$ cat src/rtl/axis_broadcast_mask.sv
// AXI4-Stream 1-to-F broadcast with a per-packet destination mask.
// Each output owns a one-beat register slice; empty-mask packets are dropped.
module axis_broadcast_mask #(
  parameter int F  = 4,
  parameter int N  = 8,
  parameter int U  = 1,
  parameter int I  = 1,
  parameter int D  = 1,
  parameter int CW = 16
) (
  input  logic             aclk,
  input  logic             areset,
  input  logic [F-1:0]     en,
  input  logic             s_tvalid,
  output logic             s_tready,
  input  logic [8*N-1:0]   s_tdata,
  input  logic [N-1:0]     s_tstrb,
  input  logic [N-1:0]     s_tkeep,
  input  logic             s_tlast,
  input  logic [U-1:0]     s_tuser,
  input  logic [I-1:0]     s_tid,
  input  logic [D-1:0]     s_tdest,
  input  logic [F-1:0]     s_tmask,
  output logic [F-1:0]     m_tvalid,
  input  logic [F-1:0]     m_tready,
  output logic [F*8*N-1:0] m_tdata,
  output logic [F*N-1:0]   m_tstrb,
  output logic [F*N-1:0]   m_tkeep,
  output logic [F-1:0]     m_tlast,
  output logic [F*U-1:0]   m_tuser,
  output logic [F*I-1:0]   m_tid,
  output logic [F*D-1:0]   m_tdest,
  output logic [CW-1:0]    drop_count
);

  logic [F-1:0]     vld_q, vld_d;
  logic             sop_q, sop_d;
  logic [F-1:0]     mask_q, mask_d;
  logic [CW-1:0]    drop_q, drop_d;
  logic [F*8*N-1:0] data_q;
  logic [F*N-1:0]   strb_q, keep_q;
  logic [F-1:0]     last_q;
  logic [F*U-1:0]   user_q;
  logic [F*I-1:0]   id_q;
  logic [F*D-1:0]   dest_q;

  logic [F-1:0] emask;
  logic [F-1:0] free;
  logic         acc;

  assign emask    = sop_q ? (s_tmask & en) : mask_q;
  assign free     = ~vld_q | m_tready;
  assign s_tready = ~areset & (&(free | ~emask));
  assign acc      = s_tvalid & s_tready;

  // Next-state for slot valids, packet tracking and the drop counter
  always_comb begin
    vld_d  = vld_q;
    sop_d  = sop_q;
    mask_d = mask_q;
    drop_d = drop_q;
    for (int j = 0; j < F; j++) begin
      if (acc && emask[j]) vld_d[j] = 1'b1;
      else if (m_tready[j]) vld_d[j] = 1'b0;
    end
    if (acc) begin
      sop_d = s_tlast;
      if (sop_q) begin
        mask_d = emask;
        if (emask == '0 && drop_q != {CW{1'b1}})
          drop_d = drop_q + 1'b1;
      end
    end
  end

  // Control state register with synchronous reset
  always_ff @(posedge aclk) begin
    if (areset) begin
      vld_q  <= '0;
      sop_q  <= 1'b1;
      mask_q <= '0;
      drop_q <= '0;
    end else begin
      vld_q  <= vld_d;
      sop_q  <= sop_d;
      mask_q <= mask_d;
      drop_q <= drop_d;
    end
  end

  // Payload slices load only for outputs selected by the beat's mask
  always_ff @(posedge aclk) begin
    for (int j = 0; j < F; j++) begin
      if (acc && emask[j]) begin
        data_q[j*8*N +: 8*N] <= s_tdata;
        strb_q[j*N +: N]     <= s_tstrb;
        keep_q[j*N +: N]     <= s_tkeep;
        last_q[j]            <= s_tlast;
        user_q[j*U +: U]     <= s_tuser;
        id_q[j*I +: I]       <= s_tid;
        dest_q[j*D +: D]     <= s_tdest;
      end
    end
  end

  assign m_tvalid   = vld_q;
  assign m_tdata    = data_q;
  assign m_tstrb    = strb_q;
  assign m_tkeep    = keep_q;
  assign m_tlast    = last_q;
  assign m_tuser    = user_q;
  assign m_tid      = id_q;
  assign m_tdest    = dest_q;
  assign drop_count = drop_q;

endmodule

$ cat config.mk
export PLATFORM = sky130hd
export DESIGN_NAME = axis_broadcast_mask
export DESIGN_NICKNAME = d
export VERILOG_FILES = /design/src/rtl/axis_broadcast_mask.sv
export SDC_FILE = /design/constraint.sdc
export NUM_CORES = 1
export LEC_CHECK = 0
export BUFFER_PORTS_ARGS = -buffer_cell sky130_fd_sc_hd__buf_2
export CAP_MARGIN = 15
export CORE_AREA = 2 2 178 180
export DETAILED_ROUTE_END_ITERATION = 16
export DIE_AREA = 0 0 180 182
export GPL_TIMING_DRIVEN = 0
export PLACE_DENSITY = 0.68
export SLEW_MARGIN = 40
export SYNTH_ARGS = -nofsm -noshare
export SYNTH_HDL_FRONTEND = slang
export SYNTH_SLANG_ARGS = --single-unit
$ cat constraint.sdc
create_clock -name aclk -period 15.2 [get_ports aclk]
set_clock_uncertainty 0.05 [all_clocks]
set_input_delay 3.04 -clock aclk [delete_from_list [all_inputs] [get_ports aclk]]
set_output_delay 3.04 -clock aclk [all_outputs]
set_load 0.02 [all_outputs]
After elaboration in Yosys (flattened, before gate mapping). Cells that the tools add are included.

Register bits after elaboration: 361. Bits of input ports: 99. Output and inout port bits: 357. Logic and storage cells: 67.

Add/sub/neg operators: 1. Equal/unequal tests: 1. Mux-type cells: 9. Bitwise gates (word level): 8. Reductions and logical operators: 13.

Operators by type and width (number): $add A16 B1 Y16 const B (1); $ne A16 B16 Y1 const B (1); $mux W1 (8); $not A4 Y4 (2); $or A4 B4 Y4 (2); $reduce_bool A2 Y1 (4); $logic_and A1 B1 Y1 (5); $and A4 B4 Y4 (1); $logic_not A4 Y1 (1); $mux W4 (1); $reduce_and A4 Y1 (1); $reduce_and A3 Y1 (1); $and A1 B1 Y1 (2); $reduce_and A2 Y1 (1); $not A1 Y1 (1).

Depth between registers and ports, before layout. Gate-level depths: netlist of run 1.

Word-level depth: 9. Mapped depth: 8. Depth with buffers taken out: 7.

Worst setup path before layout of run 1. Ideal clock, no wire load.

Path kind: input-to-reg. From: in s_tmask[0]. To: reg data_q[0] (netlist: m_tdata[0]) (enable). Setup time: 0.556 ns. Data arrival time: 8.425 ns. Required time: 14.594 ns. Setup slack: 6.170 ns. Stages: 5. Buffers on the path: 0. Path through: and2_1 -> a311o_1 -> nor4_4 -> nand2_1 -> a21oi_1.

Cells in the longest elaborated chain, start to end: 8.

Ends and longest elaborated chain: start: declaration (line 23) `input logic [F-1:0] s_tmask,`; $and A4 B4 Y4 (line 51) `assign emask = sop_q ? (s_tmask & en) : mask_q;`; $mux W4 (line 51); $not A4 Y4 (line 53) `assign s_tready = ~areset & (&(free | ~emask));`; $or A4 B4 Y4 (line 53); $reduce_and A4 Y1 (line 53); $and A1 B1 Y1 (line 53); via s_tready (line 15) `output logic s_tready,`; $and A1 B1 Y1 (line 54) `assign acc = s_tvalid & s_tready;`; $logic_and A1 B1 Y1 (line 94) `if (acc && emask[j]) begin`; end signal: indexed assignment (line 95) `data_q[j*8*N +: 8*N] <= s_tdata;`; end: declaration (line 40) `logic [F*8*N-1:0] data_q;`.

The timed path passes the listed nets, and every way through them passes these cells. A chain may end at the register's enable or synchronous reset.

Worst setup path after layout of run 1.
From: in s_tmask[0]. To: out s_tready.

Cells in the longest elaborated chain, start to end: 6.

Ends and longest elaborated chain (line): $and A4 B4 Y4 (51); $mux W4 (51); $not A4 Y4 (53); $or A4 B4 Y4 (53); $reduce_and A4 Y1 (53); $and A1 B1 Y1 (53); end: declaration (15).

No other way between the ends.

==> results of run 1 <==
state kept, by name, indices dropped and copies added (netlist names), 4 cells and up:
register and count:
mask_q 4, m_tlast 4, m_tkeep 32, m_tstrb 32, drop_count 16, m_tvalid 4
m_tuser 4, m_tdata 256, m_tdest 4, m_tid 4
worst reg2reg max path: cells and delay by family (launching register included):
kind,cells,cell delay (ps)
AND/OR/NAND/NOR,4,1150
flip-flops,1,320
AO/OA/AOI/OAI,1,410
buffers and inverters,2,600
metal layers:
layer  track usage  share of wire  up-vias
met1         0.188           0.37     3189
met4        0.0589          0.031        0
met3        0.0544          0.095       64
met2         0.272           0.50      354
met5             0              0        -
li1              -              -     2963
layout make-up:
class	instances	area share
antenna	1	0.000161
buffer	5	0.00153
clock buffer	43	0.0611
clock inverter	23	0.0144
inverter	8	0.00339
multi-input combinational	117	0.0460
sequential	361	0.682
tap	402	0.0324
timing repair buffer	464	0.159
cells by family (layout without fill, tap and decap cells):
logic type,count (synthesis),after routing
XOR/XNOR,2,2
AND/OR/NAND/NOR,76,76
AO/OA/AOI/OAI,34,34
buffers and inverters,13,543
flip-flops,361,361
other,0,1
multiplexers,4,4
adder cells (fa/ha/maj),1,1
through the flow:
stage / power [mW] / area [µm²] / utilization / hold WS [ps] / setup WS, ps
after floorplan: 1.17 / 11300 / - / 381 / 6170
after global placement: 1.21 / 14100 / 0.456 / 390 / 2970
after detailed placement: 1.22 / 14300 / 0.463 / 397 / 7580
after CTS: 2.09 / 15500 / 0.501 / 407 / 7590
after global routing: 2.14 / 15500 / 0.501 / 438 / 7530
final: 2.07 / 15500 / 0.501 / 408 / 7590
cells in the final DEF, fill, tap and decap left out, types with 2 or more instances in the layout:
master,Yosys,routed
inv_8,0,4
o31ai_1,5,5
a21oi_1,20,19
inv_1,8,5
or3_1,4,4
nor4_1,2,2
mux2i_1,4,4
nor2_1,7,7
nand2b_1,6,6
inv_6,0,2
clkinv_1,0,8
nand3_1,10,10
buf_2,1,456
buf_8,0,5
clkbuf_1,3,9
buf_16,0,4
bufinv_16,0,4
nand4_1,9,9
nand2_1,20,20
edfxtp_1,336,336
clkinvlp_4,0,2
or4_1,5,5
clkinv_2,0,6
and2_1,2,2
clkbuf_16,0,37
dfxtp_1,25,25
o21ai_0,5,5
and3_1,3,3
worst min-delay path by stage:
stage	startpoint	to	slack, ps	cells after the start
3_3_place_gp	mask_q[1]$_SDFFE_PP0P_	mask_q[1]$_SDFFE_PP0P_	390	2
5_1_grt	mask_q[2]$_SDFFE_PP0P_	mask_q[2]$_SDFFE_PP0P_	440	2
6_report	mask_q[1]$_SDFFE_PP0P_	mask_q[1]$_SDFFE_PP0P_	410	2
3_5_place_dp	mask_q[1]$_SDFFE_PP0P_	mask_q[1]$_SDFFE_PP0P_	400	2
2_1_floorplan	mask_q[1]$_SDFFE_PP0P_	mask_q[1]$_SDFFE_PP0P_	380	2
4_1_cts	mask_q[1]$_SDFFE_PP0P_	mask_q[1]$_SDFFE_PP0P_	410	2
power groups by stage:
| stage | logic (mW) | clock network [mW] | registers, mW |
|---|---|---|---|
| global route | 0.0889 | 0.936 | 1.11 |
| floorplan | 0.0138 | 0 | 1.15 |
| finish | 0.0832 | 0.874 | 1.11 |
| CTS | 0.0843 | 0.897 | 1.11 |
| detailed placement | 0.0841 | 0 | 1.13 |
| global placement | 0.0779 | 0 | 1.13 |
==> metrics.md, run 1 <==
| Metric | Value |
|---|---|
| Outcome | finished clean |
| Critical path type | in2out |
| Initial DRC count | between 300 and 400 |
| H-tree depth | 2 |
| FF-to-FF path depth | 7 |
| Placer Congestion | about 0.84 |
| Inst Count DP | about 1400 |
| Die Span Y | 182 µm |
| Die ar. | 32800 µm² |
| Largest net degree at the start of global routing | 48 |
| Clock transition at path regs | about 60 ps |
| Post-synthesis sequential area ratio | 0.933 |
| FMAX | ~130 MHz |
| Gate power share | 0.040 |
| Syn-to-layout area delta | 36.8% |
| FF-to-FF End | m_tdata[155]$_DFFE_PP_ |
| Critical path arrival | 4520 ps |
| Largest family of logic cells by synthesized area | simple AND/OR/NAND/NOR gates |
| CP bufs+invs | 2 |
| Share of post-route cells with drive strength above 1 | 0.515 |
| Yosys reg bits | between 300 and 400 |
| Synth Area in Compound Gates | 0.0174 |
| Yosys cell types | 35 |
| RR Startpoint | m_tvalid[0]$_SDFFE_PP0P_ |
| Mapped Nets | about 600 |
| Post-DR vias/cell | around 4.6 |
| Relative slew slack | 0.484 |
| Reg area | roughly 11000 µm² |
| Post-DP HPWL | 19.2 mm |
| Simple-Gate Fraction of Synth Area | 0.0383 |
| Multi-input gate area | approximately 710 µm² |
| Max-Cap Viols | 0 |
| Top_reg_cell synth | edfxtp_1 |
| Synth Instances | slightly below 500 |
| Switching part of the total | 0.203 |
| I/O pin cnt | 456 |
| Clock Latency Late Sink | ~510 ps |
| Yosys warning total | 0 |
| First-pass iteration count of the detailed router | 4 |
| Post-synth ARST share | 0 |
| Routed via count | ~6600 |
| First-pass GRT wire length | approximately 40 mm |
| Synth Area in XOR/XNOR | 0.00154 |
| Final hold viol count | 0 |
| Non-Filler Instances | between 1000 and 1500 |
| Chip width | between 150 and 200 µm |
| Number of global-route vias before repair | ~6700 |
| Fin Setup TNS | 0 ps |
| CP endpoint | s_tready |
| Top cells by count, synth | edfxtp_1 (336), dfxtp_1 (25), a21oi_1 (20), nand2_1 (20), nand3_1 (10) |
| CTS Buffer Depth | 3 |
| Hold Buf Count CTS | 0 |
| VDD IR max | 0.0920 mV |
| Final ANT Viol Nets | 0 |
| PD cells | roughly 130 nW/µm² |
| Cell breakdown of the critical path | buf_2 -> and2_1 -> a311o_1 -> nor4_4 -> buf_2 |
| Cell Rows | 65 |
| Min-Delay Path Class | reg2reg |
| RSZ-0062 raised after global routing | no |
| Post-CTS setup buffers | 0 |
| GRT Overall Usage | 0.160 |
| Filler instances | between 2000 and 3000 |
| CP startpoint | s_tmask[0] |
| Post-synthesis mux area share | 0.00353 |
| Core area | roughly 31000 µm² |
| Mean Syn Cell Area | around 23 µm² |
| Synthesized cell area | 11300 µm² |
| Cell taking the most area after synthesis | edfxtp_1 |
| Crit path capture type | output pin |
| Crit share post-route | 0.501 |
| Worst path max stage delay | 570 ps |
| P_sw | around 420 µW |
| Ranking of synthesized cells by area | edfxtp_1 (89%), dfxtp_1 (4.4%), a21oi_1 (0.88%), nand2_1 (0.66%), nand4_1 (0.50%) |
| CP max FO | 10 |
| Starting Density | 0.366 |
| Seq pwr share | 0.537 |
| Most common cell in the netlist | edfxtp_1 |
| Post-Route WL | 27.4 mm |
| Nets | 1094 |
| Port Buffer Count | ~460 |
| Flop2flop setup slack | 12290 ps |
| CTS buffer count | 37 |
| Sink Count | roughly 360 |
| Initial antenna violation count | 1 |
| Number of cells on the critical path | 5 |
| Transition time of the tightest slew-check pin | 766 ps |
| DRC errors left | 0 |
| Worst path required time | between 10000 and 15000 ps |
| Most used cell, CP | buf_2 |
| Post-CTS sizing | 0 |
| Worst path slowest cell | nor4_4 |
| Root cell of the clock tree | clkbuf_16 |
| Yosys top cell area share | 0.889 |
| Post-synth EDFFs | 336 |
| CP delay by family, top | simple AND/OR/NAND/NOR gates |
| Routed len/inst | 19.2 µm |
| CP Launch Type | primary input |
| Final setup viols | 0 |
| CTS tree | yes |
| Slew Viols, Final | 0 |
| Adder-cell share of the synthesized area | 0.00110 |
| Final min period | about 7600 ps |
| Leak | 5.97 nW |
| Clock share of power | 0.423 |
| Total gr overflow | 0 |
| Int Power | between 1.5 and 2 mW |
Power figures use the tool's default switching activity.
==> run 2, diff against run 1 <==
--- a/config.mk
+++ b/config.mk
@@ -7,9 +7,9 @@
 export LEC_CHECK = 0
 export BUFFER_PORTS_ARGS = -buffer_cell sky130_fd_sc_hd__buf_2
 export CAP_MARGIN = 15
-export CORE_AREA = 2 2 178 180
+export CORE_AREA = 2 2 177 179
 export DETAILED_ROUTE_END_ITERATION = 16
-export DIE_AREA = 0 0 180 182
+export DIE_AREA = 0 0 179 181
 export GPL_TIMING_DRIVEN = 0
 export PLACE_DENSITY = 0.68
 export SLEW_MARGIN = 40
==> constraint.sdc (replaced) <==
create_clock -name aclk -period 8 [get_ports aclk]
set_clock_uncertainty 0.05 [all_clocks]
set_input_delay 1.6 -clock aclk [delete_from_list [all_inputs] [get_ports aclk]]
set_output_delay 1.6 -clock aclk [all_outputs]
set_load 0.02 [all_outputs]
==> run 2 against run 1 <==
Sequential share of layout area is 0.088 points higher. Non-clock buffer count stayed put. Clock-buffer cell count is 1 lower. Core utilization is 0.99 points higher. Final cell count is 0.70% lower. Worst setup slack worse by 4300 ps. Sequential power is 90% higher.
==> metrics.md, run 2 (synthesized netlist as in run 1, its figures left out) <==
| Metric | Value |
|---|---|
| Outcome | finished clean |
| Pre-CTS WS | about 3300 ps |
| Clock Latency Late Sink | 500 ps |
| CTS Buffer Depth | 3 |
| Port Buffer Count | approximately 460 |
| Initial antenna violation count | 1 |
| Most common cell after layout, fill and taps aside | buf_2 |
| Relative slew slack | 0.623 |
| RSZ-0062 raised after global routing | no |
| Antenna diode count | 0 |
| Worst path slowest cell | nor4_4 |
| Min-Delay Path Class | reg2reg |
| Pwr Total | 3.91 mW |
| Most used cell, CP | buf_2 |
| FMAX | ~210 MHz |
| I/O pin cnt | about 460 |
| Share of post-route cells with drive strength above 1 | 0.518 |
| Syn-to-layout area delta | 36.6% |
| Seq pwr share | 0.540 |
| VDD IR max | between 0.15 and 0.2 mV |
| Cell Rows | 64 |
| Chip width | 179 µm |
| Worst path required time | 6350 ps |
| Int Power | between 3 and 4 mW |
| PD cells | roughly 250 nW/µm² |
| Worst path max stage delay | ~550 ps |
| Die Span Y | roughly 180 µm |
| Number of global-route vias before repair | between 6000 and 7000 |
| Non-Filler Instances | 1414 |
| Hold Buf Count CTS | 0 |
| Clock share of power | 0.420 |
| Post-DP HPWL | 19.7 mm |
| PnR worst setup slack | about 3300 ps |
| Leak | a little under 6 nW |
| First-pass GRT wire length | ~40 mm |
| Gate power share | 0.041 |
| First-pass iteration count of the detailed router | 4 |
| Switching part of the total | 0.200 |
| Inst Count DP | 1351 |
| Commonest cells after routing, fill and taps aside | buf_2 (456), edfxtp_1 (336), clkbuf_16 (39), dfxtp_1 (25), nand2_1 (20) |
| Post-DR vias/cell | roughly 4.6 |
| H-tree depth | 2 |
| Critical path type | in2out |
| Sink Count | 361 |
| Placer Congestion | around 0.8 |
| GRT Overall Usage | 0.167 |
| Clock transition at path regs | ~60 ps |
| Total gr overflow | 0 |
| CP max FO | 10 |
| CTS buffer count | 37 |
| Root cell of the clock tree | clkbuf_16 |
| CTS tree | yes |
| Nets | around 1100 |
| Final ANT Viol Nets | 0 |
| Critical path arrival | 3080 ps |
| Post-CTS setup buffers | 0 |
| Slew Viols, Final | 0 |
| Post-CTS sizing | 0 |
| P_sw | ~780 µW |
| CP Launch Type | primary input |
| Routed len/inst | about 20 µm |
| Routed via count | approximately 6600 |
| Crit share post-route | 0.591 |
| DRC errors left | 0 |
| Largest net degree at the start of global routing | 44 |
| Max-Cap Viols | 0 |
| Final setup viols | 0 |
| Final hold viol count | 0 |
| Final min period | between 4000 and 5000 ps |
| Core area | just over 30000 µm² |
| Initial DRC count | around 430 |
| Post-Route WL | approximately 28 mm |
| Filler instances | roughly 2500 |
| Cell breakdown of the critical path | buf_2 -> and2_1 -> a311o_1 -> nor4_4 -> buf_2 |
| Crit path capture type | output pin |
| Transition time of the tightest slew-check pin | 561 ps |
| Max FFs per register | roughly 260 |
| Starting Density | 0.374 |
| Die ar. | 32400 µm² |
-- run 2: power groups by stage --
stage                     clock [mW]  sequential [mW]  combinational [mW]
after floorplan                    0             2.19              0.0263
after CTS                       1.68             2.11               0.161
after global placement             0             2.16               0.149
after detailed placement           0             2.15               0.160
final                           1.64             2.11               0.159
after global routing            1.76             2.11               0.171
-- run 2: worst paths after layout --
kind / from / to / slack [ps] / cells after the start
max: s_tmask[0] / s_tready / 3270 / 5
min: mask_q[2]$_SDFFE_PP0P_ / mask_q[2]$_SDFFE_PP0P_ / 410 / 2
max reg2reg: m_tvalid[0]$_SDFFE_PP0P_ / m_tdata[24]$_DFFE_PP_ / 5040 / 8
min reg2reg: mask_q[2]$_SDFFE_PP0P_ / mask_q[2]$_SDFFE_PP0P_ / 410 / 2
-- run 2: cell type report --
type | count | area, µm² | area share
flip-flops and latches | 361 | 10600 | 0.683
repair buffers | 464 | 2450 | 0.158
clock buffers | 42 | 987 | 0.0637
multi-input cells | 117 | 719 | 0.0464
well taps | 396 | 495 | 0.0320
clock inverters | 21 | 181 | 0.0117
inverters | 8 | 52.6 | 0.00339
plain buffers | 5 | 23.8 | 0.00153
-- run 2: per-layer routing --
| metal | up-vias | part of all wire | global-route usage |
|---|---|---|---|
| met3 | 60 | 0.086 | 0.0436 |
| met4 | 2 | 0.028 | 0.0546 |
| met2 | 351 | 0.51 | 0.294 |
| li1 | 2957 | - | - |
| met5 | - | 0.00046 | 0 |
| met1 | 3198 | 0.37 | 0.197 |
-- run 2: through the flow --
step / setup TNS, ps / cell area (µm²) / utilization / hold slack, ps
2_1_floorplan: 0 / 11300 / - / 381
3_3_place_gp: -227840 / 14100 / 0.465 / 395
3_5_place_dp: 0 / 14300 / 0.472 / 403
4_1_cts: 0 / 15500 / 0.511 / 412
5_1_grt: 0 / 15500 / 0.511 / 451
6_report: 0 / 15500 / 0.511 / 412
-- run 2: worst max-delay path, delay by kind of cell --
family,cells,cell delay [ps]
and+or+nand+nor,2,720
buffers and inverters,2,390
AOI/OAI and AO/OA,1,360
==> run 3, diff against run 2 <==
==> constraint.sdc (replaced) <==
create_clock -name aclk -period 4.5 [get_ports aclk]
set_clock_uncertainty 0.05 [all_clocks]
set_input_delay 0.9 -clock aclk [delete_from_list [all_inputs] [get_ports aclk]]
set_output_delay 0.9 -clock aclk [all_outputs]
set_load 0.02 [all_outputs]
==> run 3 against run 2 <==
Power up 80%. Die area unchanged. Worst hold slack worse by 4.0 ps. Clock power up 84%. Clock-buffer cell count up 6. Core utilization up 0.20 points. Largest cell class unchanged. Final cell count up 0.35%. Cell area up 0.39%. Highest routed layer unchanged.
==> metrics.md, run 3 (synthesized netlist as in run 1, its figures left out) <==
| Metric | Value |
|---|---|
| GRT Overall Usage | 0.163 |
| First-pass GRT wire length | 39.7 mm |
| Sink Count | 361 |
| Post-CTS setup buffers | 0 |
| Clock transition at path regs | about 60 ps |
| Crit path capture type | register |
| Pwr Total | slightly above 7 mW |
| Max-Cap Viols | 0 |
| Int Power | approximately 5.6 mW |
| Cell Rows | 64 |
| CTS Buffer Depth | 3 |
| Chip width | 179 µm |
| Hold Buf Count CTS | 0 |
| RSZ-0062 raised after global routing | no |
| Post-Route WL | around 27 mm |
| Relative slew slack | 0.608 |
| Gate power share | 0.040 |
| Initial antenna violation count | 2 |
| P_sw | roughly 1.4 mW |
| Crit share post-route | 0.751 |
| First-pass iteration count of the detailed router | 4 |
| Largest net degree at the start of global routing | 44 |
| Final ANT Viol Nets | 0 |
| DRC errors left | 0 |
| Multi-input gate area | between 700 and 800 µm² |
| Inst Count DP | ~1400 |
| Critical path type | in2reg |
| Clock share of power | 0.427 |
| Commonest cells after routing, fill and taps aside | buf_2 (456), edfxtp_1 (336), clkbuf_16 (39), dfxtp_1 (25), nand2_1 (20) |
| Final setup viols | 0 |
| Nets | 1095 |
| Fin Setup TNS | 0 ps |
| Hold depth | 2 |
| Hold endpoint | mask_q[2]$_SDFFE_PP0P_ |
| Pre-CTS WS | 588 ps |
| Non-Filler Instances | 1419 |
| Seq pwr share | 0.533 |
| PD cells | 453 nW/µm² |
| Routed via count | between 6000 and 7000 |
| HP Start | mask_q[2]$_SDFFE_PP0P_ |
| Initial DRC count | just under 400 |
| Final hold viol count | 0 |
| Post-DR vias/cell | ~4.6 |
| CTS buffer count | 38 |
| CTS tree | yes |
| Flop2flop setup slack | between 1000 and 1500 ps |
| I/O pin cnt | 456 |
| Most common cell after layout, fill and taps aside | buf_2 |
| CP Launch Type | primary input |
| Routed len/inst | roughly 19 µm |
| Placer Congestion | 0.830 |
| Min-Delay Path Class | reg2reg |
| Share of post-route cells with drive strength above 1 | 0.516 |
| Worst path required time | approximately 4700 ps |
| Max FFs per register | 256 |
| CP max FO | 14 |
| Total gr overflow | 0 |
| Core area | 30300 µm² |
| Transition time of the tightest slew-check pin | just under 600 ps |
| H-tree depth | 2 |
| RR Startpoint | m_tvalid[0]$_SDFFE_PP0P_ |
| Leak | approximately 6.0 nW |
| Filler instances | about 2500 |
| FF-to-FF End | m_tkeep[5]$_DFFE_PP_ |
| Post-DP HPWL | between 15 and 20 mm |
| FF-to-FF path depth | 9 |
| Root cell of the clock tree | clkbuf_16 |
| Die Span Y | roughly 180 µm |
| Outcome | finished clean |
| Clock Latency Late Sink | ~500 ps |
| Starting Density | 0.374 |
| Post-CTS sizing | 0 |
| Slew Viols, Final | 0 |
| Syn-to-layout area delta | 37.1% |
| FMAX | between 200 and 300 MHz |
| Switching part of the total | 0.198 |
| VDD IR max | between 0.3 and 0.4 mV |
| Reg area | 10600 µm² |
| Port Buffer Count | 455 |
| Die ar. | 32400 µm² |
| Number of global-route vias before repair | 6645 |
| Final min period | approximately 3400 ps |
| Critical path arrival | 3540 ps |
| PnR worst setup slack | 1120 ps |
-- run 3: cell types whose count changed in the layout (fill, tap and decap cells not counted), sizes merged --
cell      previous run  this run
bufinv               3         4
clkbuf              45        51
diode                0         1
clkinv              14        10
inv                  9        11
clkinvlp             3         2
-- run 3: through the flow --
stage	instance area (µm²)	util	hold slack [ps]
2_1_floorplan	11400	-	381
3_3_place_gp	14100	0.466	393
3_5_place_dp	14300	0.472	398
4_1_cts	15600	0.512	408
5_1_grt	15600	0.513	424
6_report	15600	0.513	408
-- run 3: worst max-delay path by stage --
| stage | slack, ps | to | cells past startpoint | from |
|---|---|---|---|---|
| global route | 1030 | m_tdata[9]$_DFFE_PP_ | 10 | s_tmask[0] |
| floorplan | 20 | m_tdata[100]$_DFFE_PP_ | 6 | s_tmask[0] |
| finish | 1120 | m_tkeep[5]$_DFFE_PP_ | 10 | s_tmask[0] |
| detailed placement | 590 | m_tdata[51]$_DFFE_PP_ | 10 | s_tmask[0] |
| global placement | -1370 | m_tdata[71]$_DFFE_PP_ | 7 | s_tmask[0] |
| CTS | 1130 | m_tdata[29]$_DFFE_PP_ | 10 | s_tmask[0] |
-- run 3: worst max-delay path, cell delays in order --
cell,delay [ps]
buf_2,100
and2_1,170
a311o_1,370
nor4_4,570
nand2_1,200
a21oi_4,440
buf_8,230
buf_8,170
buf_8,190
buf_16,160
-- run 3: layout make-up --
| class | count | share of cell area |
|---|---|---|
| Buffer | 5 | 0.00153 |
| Sequential cell | 361 | 0.681 |
| Inverter | 8 | 0.00338 |
| Timing Repair Buffer | 464 | 0.158 |
| Multi-Input combinational cell | 117 | 0.0462 |
| Clock inverter | 19 | 0.0131 |
| Clock buffer | 48 | 0.0649 |
| Antenna cell | 1 | 0.000161 |
| Tap cell | 396 | 0.0318 |
-- run 3: per-layer routing --
metal | track usage | share of wire | up-vias
met3 | 0.0509 | 0.094 | 67
li1 | - | - | 2965
met5 | 0 | 0.00026 | -
met1 | 0.188 | 0.36 | 3215
met4 | 0.0579 | 0.029 | 2
met2 | 0.282 | 0.51 | 340
-- run 3: power groups by stage --
stage | Sequential, mW | Clock (mW) | Combinational, mW
floorplan | 3.90 | 0 | 0.0476
global placement | 3.83 | 0 | 0.265
detailed placement | 3.82 | 0 | 0.285
CTS | 3.75 | 3.10 | 0.285
global route | 3.75 | 3.23 | 0.303
finish | 3.75 | 3.01 | 0.282
